$ cat src/rtl/fft_pkg.sv
// Shared definitions for the SDF FFT pipeline: sample width, complex sample type, delay clamping.
// No logic of its own; imported by the delay buffer and its RAM.
package fft_pkg;

   localparam int SAMPLE_W = 16;

   typedef struct packed {
      logic signed [SAMPLE_W-1:0] re;
      logic signed [SAMPLE_W-1:0] im;
   } cplx_t;

   // LOAD is the single cycle after reset where the requested delay is captured.
   typedef enum logic {
      ST_LOAD = 1'b0,
      ST_RUN  = 1'b1
   } ctl_state_t;

   // Map a requested delay onto the legal range 1..max_d.
   function automatic int unsigned clamp_depth(input int unsigned d, input int unsigned max_d);
      if (d == 0)
         return 1;
      else if (d > max_d)
         return max_d;
      else
         return d;
   endfunction

endpackage

$ cat src/rtl/fft_delay_ram.sv
// DEPTH x WIDTH storage for the delay line: async read, sync write, no reset.
// Read data follows addr combinationally; write lands on the clock edge; no backpressure.
module fft_delay_ram #(
   parameter  int WIDTH  = 32,
   parameter  int DEPTH  = 16,
   localparam int ADDR_W = $clog2(DEPTH)
) (
   input  logic              clk,
   input  logic              we,
   input  logic [ADDR_W-1:0] addr,
   input  logic [WIDTH-1:0]  wr_dat,
   output logic [WIDTH-1:0]  rd_dat
);

   logic [WIDTH-1:0] mem [DEPTH];

   always_ff @(posedge clk) begin
      if (we)
         mem[addr] <= wr_dat;
   end

   assign rd_dat = mem[addr];

endmodule

$ cat src/rtl/fft_delay_buffer.sv
// Complex delay line with runtime delay 1..DEPTH and a valid tag per sample.
// Latency depth_cur enabled cycles; enable=0 freezes all state; flush wins over enable.
module fft_delay_buffer
   import fft_pkg::*;
#(
   parameter  int WIDTH  = SAMPLE_W,
   parameter  int DEPTH  = 16,
   localparam int DSEL_W = $clog2(DEPTH + 1)
) (
   input  logic              clk,
   input  logic              rst,
   input  logic              enable,
   input  logic              flush,
   input  logic [DSEL_W-1:0] depth_sel,
   input  logic              valid_in,
   input  logic [WIDTH-1:0]  x_in_re,
   input  logic [WIDTH-1:0]  x_in_im,
   output logic [WIDTH-1:0]  x_out_re,
   output logic [WIDTH-1:0]  x_out_im,
   output logic              valid_out,
   output logic              primed,
   output logic [DSEL_W-1:0] depth_cur
);

   localparam int PTR_W = $clog2(DEPTH);

   ctl_state_t          state_q;
   ctl_state_t          state_d;
   logic [PTR_W-1:0]    ptr_q;
   logic [DSEL_W-1:0]   fill_q;
   logic [DSEL_W-1:0]   depth_q;
   logic [DSEL_W-1:0]   depth_sel_clamped;
   logic [DSEL_W:0]     fill_inc;
   logic                fill_done;
   logic                primed_q;
   logic [DEPTH-1:0]    tag_q;
   logic [2*WIDTH-1:0]  rd_dat;
   logic                accept;
   logic                ptr_wrap;

   always_comb begin
      state_d = state_q;
      if (state_q == ST_LOAD)
         state_d = ST_RUN;
   end

   assign depth_sel_clamped = DSEL_W'(clamp_depth(32'(depth_sel), 32'(DEPTH)));

   // A sample is only stored in RUN, and a flush on the same edge discards it.
   assign accept    = (state_q == ST_RUN) && enable && !flush;
   assign ptr_wrap  = (DSEL_W'(ptr_q) == (depth_q - DSEL_W'(1)));
   assign fill_inc  = {1'b0, fill_q} + (DSEL_W+1)'(1);
   assign fill_done = (fill_inc >= {1'b0, depth_q});

   always_ff @(posedge clk or posedge rst) begin
      if (rst) begin
         state_q  <= ST_LOAD;
         ptr_q    <= '0;
         fill_q   <= '0;
         primed_q <= 1'b0;
         tag_q    <= '0;
         depth_q  <= DSEL_W'(DEPTH);
      end else begin
         state_q <= state_d;
         if ((state_q == ST_LOAD) || flush) begin
            ptr_q    <= '0;
            fill_q   <= '0;
            primed_q <= 1'b0;
            tag_q    <= '0;
            depth_q  <= depth_sel_clamped;
         end else if (enable) begin
            tag_q[ptr_q] <= valid_in;
            ptr_q        <= ptr_wrap ? '0 : ptr_q + PTR_W'(1);
            fill_q       <= fill_done ? depth_q : fill_inc[DSEL_W-1:0];
            primed_q     <= primed_q | fill_done;
         end
      end
   end

   fft_delay_ram #(
      .WIDTH (2*WIDTH),
      .DEPTH (DEPTH)
   ) u_ram (
      .clk    (clk),
      .we     (accept),
      .addr   (ptr_q),
      .wr_dat ({x_in_re, x_in_im}),
      .rd_dat (rd_dat)
   );

   // Read-before-write: the slot about to be overwritten holds the oldest sample.
   // Gating on the tag hides uninitialised RAM contents.
   assign valid_out = tag_q[ptr_q];
   assign x_out_re  = valid_out ? rd_dat[2*WIDTH-1:WIDTH] : '0;
   assign x_out_im  = valid_out ? rd_dat[WIDTH-1:0]       : '0;
   assign primed    = primed_q;
   assign depth_cur = depth_q;

endmodule

$ cat config.mk
export PLATFORM = sky130hd
export DESIGN_NAME = fft_delay_buffer
export DESIGN_NICKNAME = d
export VERILOG_FILES = /design/src/rtl/fft_pkg.sv /design/src/rtl/fft_delay_ram.sv /design/src/rtl/fft_delay_buffer.sv
export SDC_FILE = /design/constraint.sdc
export NUM_CORES = 1
export LEC_CHECK = 0
export CAP_MARGIN = 20
export CORE_AREA = 2 2 184 186
export CTS_CLUSTER_DIAMETER = 80
export DETAILED_ROUTE_END_ITERATION = 12
export DIE_AREA = 0 0 186 188
export PLACE_DENSITY = 0.84
export REMOVE_ABC_BUFFERS = 1
export SKIP_LAST_GASP = 1
export SYNTH_ARGS = -nofsm -noshare
export SYNTH_HDL_FRONTEND = slang
export SYNTH_SLANG_ARGS = --single-unit
$ cat constraint.sdc
create_clock -name clk -period 5.4 [get_ports clk]
set_clock_uncertainty 0.1 [all_clocks]
set_input_delay 0.54 -clock clk [delete_from_list [all_inputs] [get_ports clk]]
set_output_delay 0.54 -clock clk [all_outputs]
set_load 0.05 [all_outputs]
Yosys cells after proc, flatten, opt, wreduce, memory -nomap -nowiden
Memories as Yosys holds them, arrays and structs flattened. Cells that the tools add are included.

Bits in registers: 32. Output and inout bits: 39. Memories: 1. Word-level logic and storage cells: 45. RAM bits: 512. Input port bits: 42.

Memories: u_ram.mem (depth 16, width 32, read ports 1, clocked after Yosys merged registers in 0, wr ports 1, line fft_delay_ram.sv:15) `logic [WIDTH-1:0] mem [DEPTH];`.

Add/subtract/negate cells: 3. Bitwise logic cells: 2. Reduce and logical (&&, ||, !) cells: 7. Order comparisons: 4. Multiplexer cells: 21. Equality and inequality tests: 1.

Operators with widths (number): $mux W16 (4); $mux W5 (5); $bwmux W16 (1); $mux W4 (3); $add A5 B1 Y6 const B (1); $ge A6 B5 Y1 (1); $mux W1 (6); $eq A4 B5 Y1 (1); $gt A5 B5 Y1 const B (1); $logic_not A5 Y1 (1); $lt A4 B5 Y1 const B (1); $sub A5 B1 Y5 const B (1); $add A4 B1 Y4 const B (1); $bmux W1 S4 (1); $demux W1 S4 (1); $ge A4 B1 Y1 const B (1); $logic_and A1 B1 Y1 (3); $reduce_bool A2 Y1 (1); $logic_not A1 Y1 (1); $logic_or A1 B1 Y1 (1); $not A1 Y1 (1); $or A1 B1 Y1 (1).

Logic depth before layout (Yosys ltp)
Gate-level depths: netlist (run 1).

Depth in word-level cells: 7. Mapped depth: 9. Depth with buffers taken out: 9.

Hierarchy
A second synthesis (run 1) with hierarchy kept.

Cells, all modules: 1045. Area, all modules: 21534.4 sq um.

Modules (own cells, without submodules): fft_delay_ram (area an instance 19222.2 sq um, cells each 808, sequential area each 15374.7 sq um, times used 1); fft_delay_buffer (area an instance 2312.2 sq um, cells each 237, sequential area each 802.0 sq um, times used 1).

Worst setup path before layout (run 1)
No wires, ideal clock.

Kind: reg2reg. Start: register ptr_q[1]. End: memory u_ram.mem[13][0] (enable). Path slack: 2.113 ns. Data arrival time: 2.766 ns. Buffers on the path: 3. Library setup time: 0.421 ns. Period minus slack after synthesis: 3.287 ns. Stages on the path, launching flop included: 8. Required time: 4.879 ns. Path through: dfrtp_1 > buf_2 > buf_2 > buf_1 > inv_1 > ha_1 > nand2_1 > nor2_1.

RTL lines: start: declaration (line fft_delay_buffer.sv:29) `logic [PTR_W-1:0] ptr_q;`; start signal: assignment (line fft_delay_buffer.sv:73) `ptr_q <= ptr_wrap ? '0 : ptr_q + PTR_W'(1);`; end: declaration (line fft_delay_ram.sv:15).

Straight into the memory's write port.

Worst setup path after layout (run 1)
Start: register ptr_q[0]. End: output x_out_im[2].

Word-level cells in the longest chain between the ends: 3. Elaborated cells on any way between the ends: 4. Those cells by class: mux: 3; memory: 1.

RTL lines: $bmux W1 S4 (line fft_delay_buffer.sv:93) `assign valid_out = tag_q[ptr_q];`; $mux W1 (implied by the code) (line fft_delay_buffer.sv:93); $mux W16 (*) (line fft_delay_buffer.sv:95) `assign x_out_im = valid_out ? rd_dat[WIDTH-1:0] : '0;`; end: declaration (line fft_delay_buffer.sv:19) `output logic [WIDTH-1:0] x_out_im,`.

Mark *: on every way between the ends. The rest lies on a longest branch, timed or not. The select of a mux whose other input is x is not followed.

==> results_dict.tcl, run 1 <==
set metrics [dict create \
    status "finished, final reports clean" \
    row_count 67 \
    drc_errors 0 \
    worst-path-stages 5 \
    met2_wirelength_um 25400 \
    worstSetupStartpoint "ptr_q[0]" \
    grt-ovfl-total 0 \
    synth.area.mux_share_pct 14.0 \
    cts.reportedPaths.clkPinSlew_ns 0.06 \
    slew_headroom_pct 41.4 \
    synthesis.instances 1022 \
    start_util_pct 64.0 \
    yosysTopAreaCell "edfxtp_1" \
    synthSimpleGateAreaFrac_pct 2.23 \
    worstPathMaxFanout 77 \
    slew_viol_final 0 \
    rr_startpoint "ptr_q[0]" \
    clk_path_buf_depth 3 \
    cp_slowest_cell "dfrtp_4" \
    ctsResizeCount 0 \
    critPathBufInv 2 \
    topRoutingLayerUsed "met5" \
    p_int_w 0.00685 \
    grt_pass1_vias 11724 \
    die-area_um2 35000 \
    post-place-ws_ns 1.46 \
    ys_types 40 \
    setup_ws_ns 0.871 \
    clock_sinks 544 \
    nets 1172 \
    hold_violations 0 \
    antenna_cells 0 \
    post_dp_cell_area_um2 22600 \
    routed_wl_um 51600 \
    p_per_area_nw_per_um2 354 \
    power_switching_w 0.00177 \
    yosys-top-cells-count "edfxtp_1, mux4_2, a22oi_1" \
    finish.instance_area_um2 24300 \
    pwr-share-comb_pct 4.0 \
    endpoint_kind "output pin" \
    vias_per_cell 7.09 \
    startpoint_type "register" \
    cellLeakagePower_nw 7.57 \
    portBuffers 80 \
    hp-class "input pin to async pin" \
    drt-met1-wl_um 18900 \
    clkPwrFrac_pct 42.2 \
    grt_max_degree 111 \
    ys.flop_type "edfxtp_1" \
    cts_setup_buffers 0 \
    gp_congestion 0.799 \
    synth.avg_cell_area_um2 20.7 \
    grt_usage_pct 30.6 \
    rrSetupSlack_ns 1.60 \
    grt_pass1_wl_um 76100 \
    cts_tree "done" \
    max_stage_delay_ns 0.81 \
    drive_gt1_share_pct 22.5 \
    ant_nets 0 \
    synth_top_area_share_pct 72.5 \
    dr_total_vias 11401 \
    die_h_um 188 \
    drt_iter0_drc 1540 \
    period_share_pct 83.9 \
    yosysMostFrequentCell "edfxtp_1" \
    swShare_pct 20.6 \
    synthTopCellsByArea "edfxtp_1, mux4_2, dfrtp_1" \
    syn_area_um2 21200 \
    io_pins 81 \
    synth-adder-area-share_pct 0.649 \
    async_flop_share_pct 5.88 \
    synth_seq_area_share_pct 76.3 \
    cts_buffers 52 \
    cts_root_buf "clkbuf_16" \
    firstDrtPassIters 7 \
    h-tree-depth 2 \
    irDropWorstVdd_uv 287 \
    area_growth_pct 14.8 \
    synth-edff-count 512 \
    p_total_w 0.00863 \
    cp_data_arrival_time_ns 3.89 \
    cpLargestDelayFamily "buffers and inverters" \
    synth_warnings 0 \
    fp.coreArea_um2 33100 \
    ff2ff_path_depth 5 \
    drv_cap 0 \
    synthXorXnorAreaFrac_pct 0.413 \
    met3_wirelength_um 5280 \
    required_ns 4.76 \
    setup_violations 0 \
    synth_compound_area_share_pct 4.79 \
    rr_endpoint "u_ram.mem[11][11]" \
    dpl.hpwl_um 24500 \
    p_seq_share_pct 53.9 \
    final_util_pct 73.5 \
    worstSetupEndpoint "x_out_im[2]" \
    cp_cell_sequence "buf_12 > mux4_2 > a22oi_1 > a21oi_1 > clkdlybuf4s50_1" \
    die-width_um 186 \
    fmax_mhz 221 \
    grt_setup_unrepaired "false" \
    cts_hold_buf 0 \
    routedWlPerCell_um 32.1 \
    ys_ff_latch 544 \
    fin_crit_ns 4.53 \
    clock_latency_ns 0.57 \
    synth_top_family_by_area "multiplexers" \
    worstMarginPinSlew_ns 0.877 \
    critPathKind "register to output pin" \
    antenna_found_initial 2 \
]
## logic make-up after synthesis
family	count (synthesis)
AOI/OAI and AO/OA	159
and+or+nand+nor	90
adders and majority gates	11
DFF	544
xor gates and xnor gates	10
buffers and inverters	75
other	1
muxes	132
## through the flow
stage | instances | setup TNS [ns] | hold slack, ns
CTS | 1608 | 0 | 0.267
global route | 1609 | 0 | 0.330
floorplan | 957 | -1131.48 | 0.414
detailed placement | 1512 | 0 | 0.426
finish | 1609 | 0 | 0.268
global placement | 1512 | 0 | 0.412
## state kept, by name, indices dropped and copies added, names as in the netlist
register and count:
depth_cur 5, primed 1, ptr_q 4, tag_q 16
u_ram.mem 512, state_q 1, fill_q 5
## worst min path at each step
stage,start,end,slack (ns),depth (start not counted)
finish,rst,tag_q[4],0.27,3
global route,rst,tag_q[4],0.33,3
CTS,rst,tag_q[3],0.27,3
detailed placement,primed,primed,0.43,2
global placement,primed,primed,0.41,2
floorplan,tag_q[10],tag_q[10],0.41,2
## power by group through the flow
stage / logic [W] / clock network [W] / registers [W]
3_3_place_gp: 0.000324 / 0 / 0.00473
6_report: 0.000343 / 0.00364 / 0.00465
3_5_place_dp: 0.000333 / 0 / 0.00474
4_1_cts: 0.000340 / 0.00366 / 0.00465
2_1_floorplan: 0.000178 / 0 / 0.00476
5_1_grt: 0.000366 / 0.00382 / 0.00465
## layout by cell type, fill, tap and decap left out, types with 17 or more instances in the layout
cell and n:
clkdlybuf4s50_1 80, nor2_4 17, a22oi_1 64, a21oi_1 51, o21ai_0 28, dfrtp_1 29
clkbuf_16 53, mux4_2 132, edfxtp_1 512, buf_4 25, nand4_1 17
## per-layer routing
layer | vias to the layer above | track usage (%)
li1 | 4494 | -
met1 | 5825 | 43.0
met2 | 924 | 48.4
met3 | 154 | 6.43
met4 | 4 | 11.7
met5 | - | 0
## area by class of cell
type	count	area [um^2]
Inverter	10	37.5
Clock buffer	60	1350
Timing Repair Buffer	108	1040
Tap cell	448	561
Multi-Input combinational cell	403	4830
Sequential cell	544	16200
Fill cell	1725	8770
Clock inverter	36	333
## worst register-to-register path, stage by stage (launching register included)
cell and delay [ns]:
dfrtp_4 0.81, buf_12 0.58, ha_1 0.44, nand2_1 0.33, nor2_4 0.77, buf_4 0.44
No activity file was read; power rests on OpenSTA's default activity.
==> run 2, diff against run 1 <==
Settings changed: CORE_AREA 2 2 184 186 to 2 2 191 193, DIE_AREA 0 0 186 188 to 0 0 193 195, PLACE_DENSITY 0.84 to 0.78.
Clock period 5.4 ns to 4.22 ns, I/O delays scaled along.
==> run 2 against run 1 <==
Effect of this change:
- flip-flop and latch count stayed put
- via count shrank 3.1%
- sequential share of layout area decreased by 0.64 points
- wire length fell by 5.9%
- worst setup slack worse by 0.75 ns
- non-clock buffer count increased by 6
- critical path type unchanged
==> results_dict.tcl, run 2 (synthesis results as in run 1) <==
set metrics [dict create \
    status "finished, final reports clean" \
    critPathBufInv 2 \
    clk_path_buf_depth 3 \
    die_h_um 195 \
    die-width_um 193 \
    top_regs "u_ram.mem (512), tag_q (16)" \
    h-tree-depth 2 \
    final_util_pct 69.4 \
    hold_violations 0 \
    max_stage_delay_ns 0.88 \
    hp-class "input pin to async pin" \
    endpoint_kind "output pin" \
    vias_per_cell 6.78 \
    fin_cells 1630 \
    cts_tree "done" \
    p_per_area_nw_per_um2 448 \
    cp_cell_sequence "and2_2 > buf_4 > a22oi_1 > a21oi_1 > clkdlybuf4s50_1" \
    drt_iter0_drc 1398 \
    cellLeakagePower_nw 7.64 \
    dp.cells 1531 \
    drv_cap 0 \
    die-area_um2 37600 \
    grt_pass1_wl_um 72400 \
    ant_nets 0 \
    drc_errors 0 \
    cts.reportedPaths.clkPinSlew_ns 0.06 \
    drive_gt1_share_pct 22.7 \
    largest_register_ffs 512 \
    clock_latency_ns 0.57 \
    period_share_pct 97.1 \
    grt-ovfl-total 0 \
    cts_hold_buf 0 \
    startpoint_type "register" \
    dpl.hpwl_um 24200 \
    finish.instance_area_um2 24600 \
    slew_headroom_pct 44.7 \
    row_count 69 \
    antenna_cells 0 \
    cts_setup_buffers 0 \
    routed_wl_um 48600 \
    cpLargestDelayFamily "buffers and inverters" \
    gp_congestion 0.854 \
    worstPathMaxFanout 16 \
    area_growth_pct 15.9 \
    finalSetupTns_ns 0 \
    irDropWorstVdd_uv 599 \
    grt_usage_pct 26.7 \
    grt_setup_unrepaired "false" \
    antenna_found_initial 2 \
    fin_crit_ns 4.10 \
    ctsResizeCount 0 \
    routedWlPerCell_um 29.8 \
    slew_viol_final 0 \
    cp_slowest_cell "clkdlybuf4s50_1" \
    grt_pass1_vias 11403 \
    cp_data_arrival_time_ns 3.58 \
    post_dp_cell_area_um2 22900 \
    top_register "u_ram.mem" \
    holdWs_ns 0.0702 \
    final_cell_mix "edfxtp_1, mux4_2, clkdlybuf4s50_1" \
    clock_sinks 544 \
    worstMarginPinSlew_ns 0.829 \
    required_ns 3.70 \
    grt_max_degree 72 \
    portBuffers 80 \
    setup_violations 0 \
    cts_buffers 53 \
    fmax_mhz 244 \
    dr_total_vias 11045 \
    nets 1179 \
    critPathKind "register to output pin" \
    firstDrtPassIters 6 \
    start_util_pct 59.9 \
    io_pins 81 \
    fp.coreArea_um2 35400 \
    final_common_cell "edfxtp_1" \
    cts_root_buf "clkbuf_16" \
]
[run 2: cell types whose count changed in the layout (fill, tap and decap cells not counted)]
cell	change
clkbuf_1	+4
inv_8	-1
buf_12	+13
inv_16	+1
clkinv_2	-2
buf_4	-7
[run 2: through the flow]
stage	setup WS [ns]	power (W)
after floorplan	-3.57	0.00632
after global placement	0.841	0.00647
after detailed placement	0.783	0.00648
after CTS	0.111	0.0111
after global routing	0.0265	0.0113
final	0.121	0.0110
[run 2: routing by layer]
metal / part of all wire [%] / routed length [um] / up-vias / GRT usage [%]
li1: - / - / 4496 / -
met1: 37 / 18000 / 5751 / 37.5
met2: 51 / 24600 / 683 / 43.6
met3: 9.3 / 4510 / 113 / 4.51
met4: 2.9 / 1430 / 2 / 8.45
met5: 0.027 / 13 / - / 0
[run 2: worst register-to-register path: stages, from the launching register on]
cell	delay, ns
dfrtp_4	0.47
buf_4	0.65
ha_1	0.49
nand2_1	0.32
nor2_4	0.63
buf_12	0.29
[run 2: worst paths after layout]
| kind | startpoint | endpoint | slack [ns] | cells past startpoint |
|---|---|---|---|---|
| setup / recovery | ptr_q[2] | x_out_im[2] | 0.12 | 5 |
| hold / removal | rst | depth_cur[3] | 0.07 | 2 |
| setup reg to reg | ptr_q[1] | u_ram.mem[7][2] | 0.96 | 5 |
| hold reg to reg | primed | primed | 0.43 | 2 |
| max in group asynchronous | rst | ptr_q[0] | 3.26 | 3 |
| min in group clk | depth_sel[3] | depth_cur[3] | 0.36 | 3 |
[run 2: report_power, final]
part	total, W	switching [W]	internal [W]
Clock	0.00464	0.00196	0.00268
Combinational	0.000438	0.000257	0.000182
Sequential	0.00594	0.0000139	0.00592
Total	0.0110	0.00223	0.00879
[run 2: area by class of cell]
| cell class | count | area [um^2] |
|---|---|---|
| Fill cell | 2100 | 10800 |
| Multi-Input combinational cell | 403 | 4830 |
| Timing Repair Buffer | 114 | 1250 |
| Tap cell | 461 | 577 |
| Clock inverter | 34 | 332 |
| Sequential cell | 544 | 16200 |
| Clock buffer | 64 | 1370 |
| Inverter | 10 | 37.5 |
==> run 3, diff against run 2 <==
Settings changed: CELL_PAD_IN_SITES_DETAIL_PLACEMENT set to 1, CELL_PAD_IN_SITES_GLOBAL_PLACEMENT set to 2, CORE_AREA 2 2 191 193 to 2 2 205 207, DIE_AREA 0 0 193 195 to 0 0 207 209, PLACE_DENSITY 0.78 to not set, PLACE_DENSITY_LB_ADDON set to 0.1.
Clock period 4.22 ns to 5.2 ns, I/O delays scaled along.
==> run 3 against run 2 <==
Effect of this change:
- sequential power decreased by 19%
- combinational power decreased by 21%
- clock power is 17% lower
- critical endpoint is now x_out_im[12]
==> results_dict.tcl, run 3 (synthesis results as in run 1) <==
set metrics [dict create \
    ant_nets 0 \
    cts.reportedPaths.clkPinSlew_ns 0.06 \
    final_common_cell "edfxtp_1" \
    drv_cap 0 \
    h-tree-depth 2 \
    drive_gt1_share_pct 23.3 \
    antenna_found_initial 0 \
    grt-ovfl-total 0 \
    required_ns 4.58 \
    cts_root_buf "clkbuf_16" \
    critPathKind "register to output pin" \
    grt_usage_pct 23.5 \
    io_pins 81 \
    top_register "u_ram.mem" \
    final_cell_mix "edfxtp_1, mux4_2, clkdlybuf4s50_1" \
    cellLeakagePower_nw 7.67 \
    grt_setup_unrepaired "false" \
    start_util_pct 51.4 \
    hp-class "input pin to async pin" \
    clk_path_buf_depth 3 \
    endpoint_kind "output pin" \
    setup_violations 0 \
    nets 1188 \
    startpoint_type "register" \
    largest_register_ffs 512 \
    hold_violations 0 \
    vias_per_cell 6.15 \
    p_total_w 0.00901 \
    dpl.hpwl_um 26800 \
    grt_pass1_vias 11239 \
    top_regs "u_ram.mem (512), tag_q (16)" \
    holdWs_ns 0.298 \
    finish.instance_area_um2 24600 \
    firstDrtPassIters 5 \
    cts_setup_buffers 0 \
    dr_total_vias 10580 \
    area_growth_pct 16.1 \
    row_count 75 \
    worstPathMaxFanout 58 \
    slew_headroom_pct 41.2 \
    die-width_um 207 \
    cp_data_arrival_time_ns 4.12 \
    fmax_mhz 211 \
    clock_latency_ns 0.60 \
    grt_pass1_wl_um 74100 \
    finalSetupTns_ns 0 \
    gp_congestion 0.752 \
    cts_hold_buf 0 \
    die_h_um 209 \
    cp_cell_sequence "buf_12 > buf_4 > mux4_2 > a22oi_1 > a21oi_1 > clkdlybuf4s50_1" \
    slew_viol_final 0 \
    cp_slowest_cell "dfrtp_4" \
    period_share_pct 91.2 \
    routedWlPerCell_um 29.1 \
    max_stage_delay_ns 0.92 \
    irDropWorstVdd_uv 299 \
    p_per_area_nw_per_um2 366 \
    die-area_um2 43300 \
    final_util_pct 59.6 \
    fp.coreArea_um2 41300 \
    fin_crit_ns 4.74 \
    drt_iter0_drc 809 \
    ctsResizeCount 0 \
    portBuffers 80 \
    clock_sinks 544 \
    cts_tree "done" \
    grt_max_degree 59 \
    status "finished, final reports clean" \
    cts_buffers 56 \
    worstMarginPinSlew_ns 0.880 \
    post_dp_cell_area_um2 22900 \
    routed_wl_um 50000 \
    drc_errors 0 \
    antenna_cells 0 \
]
## run 3: cell count changes in the layout (fill, tap and decap cells not counted), sizes merged
cell / change
clkbuf: +10
buf: +6
bufinv: -2
inv: -3
## run 3: worst paths after layout
path                                from           endpoint  slack (ns)  depth (start not counted)
worst max-delay path            ptr_q[0]       x_out_im[12]        0.46                          6
worst max register to register  ptr_q[0]  u_ram.mem[11][21]        1.55                          5
worst min register to register    primed             primed        0.42                          2
worst min-delay path                 rst           ptr_q[0]        0.30                          2
min in group clk                  primed             primed        0.42                          2
max in group asynchronous            rst           tag_q[5]        3.99                          3
## run 3: final cells by class
class,instances,area (um^2)
inverters,10,37.5
clock inverters,29,241
multi-input cells,403,4830
repair buffers,120,1150
clock buffers,74,1500
flip-flops and latches,544,16200
well taps,539,674
fillers,3526,16700
## run 3: metrics by stage
stage,std cells,setup slack (ns)
3_5_place_dp,1616,1.03
3_3_place_gp,1616,1.05
2_1_floorplan,957,-2.69
4_1_cts,1719,0.339
6_report,1719,0.459
5_1_grt,1719,0.134
## run 3: metal layers
metal  up-vias  share of wire [%]  global-route usage [%]
met5         -                  0                       0
li1       4515                  -                       -
met4         0                2.1                    7.04
met2       283                 50                    38.9
met3        71                4.9                    3.89
met1      5711                 43                    32.6
## run 3: power breakdown
group / total [W] / switching, W / internal (W)
Combinational: 0.000346 / 0.000200 / 0.000147
Sequential: 0.00483 / 0.0000201 / 0.00481
Clock: 0.00384 / 0.00162 / 0.00222
Total: 0.00901 / 0.00184 / 0.00717
## run 3: critical path, delay by kind of cell, from the launching register on
kind | cells | cell delay (ns)
multiplexers | 1 | 0.54
flip-flops | 1 | 0.92
buffers and inverters | 3 | 1.57
AO/OA/AOI/OAI | 2 | 0.37
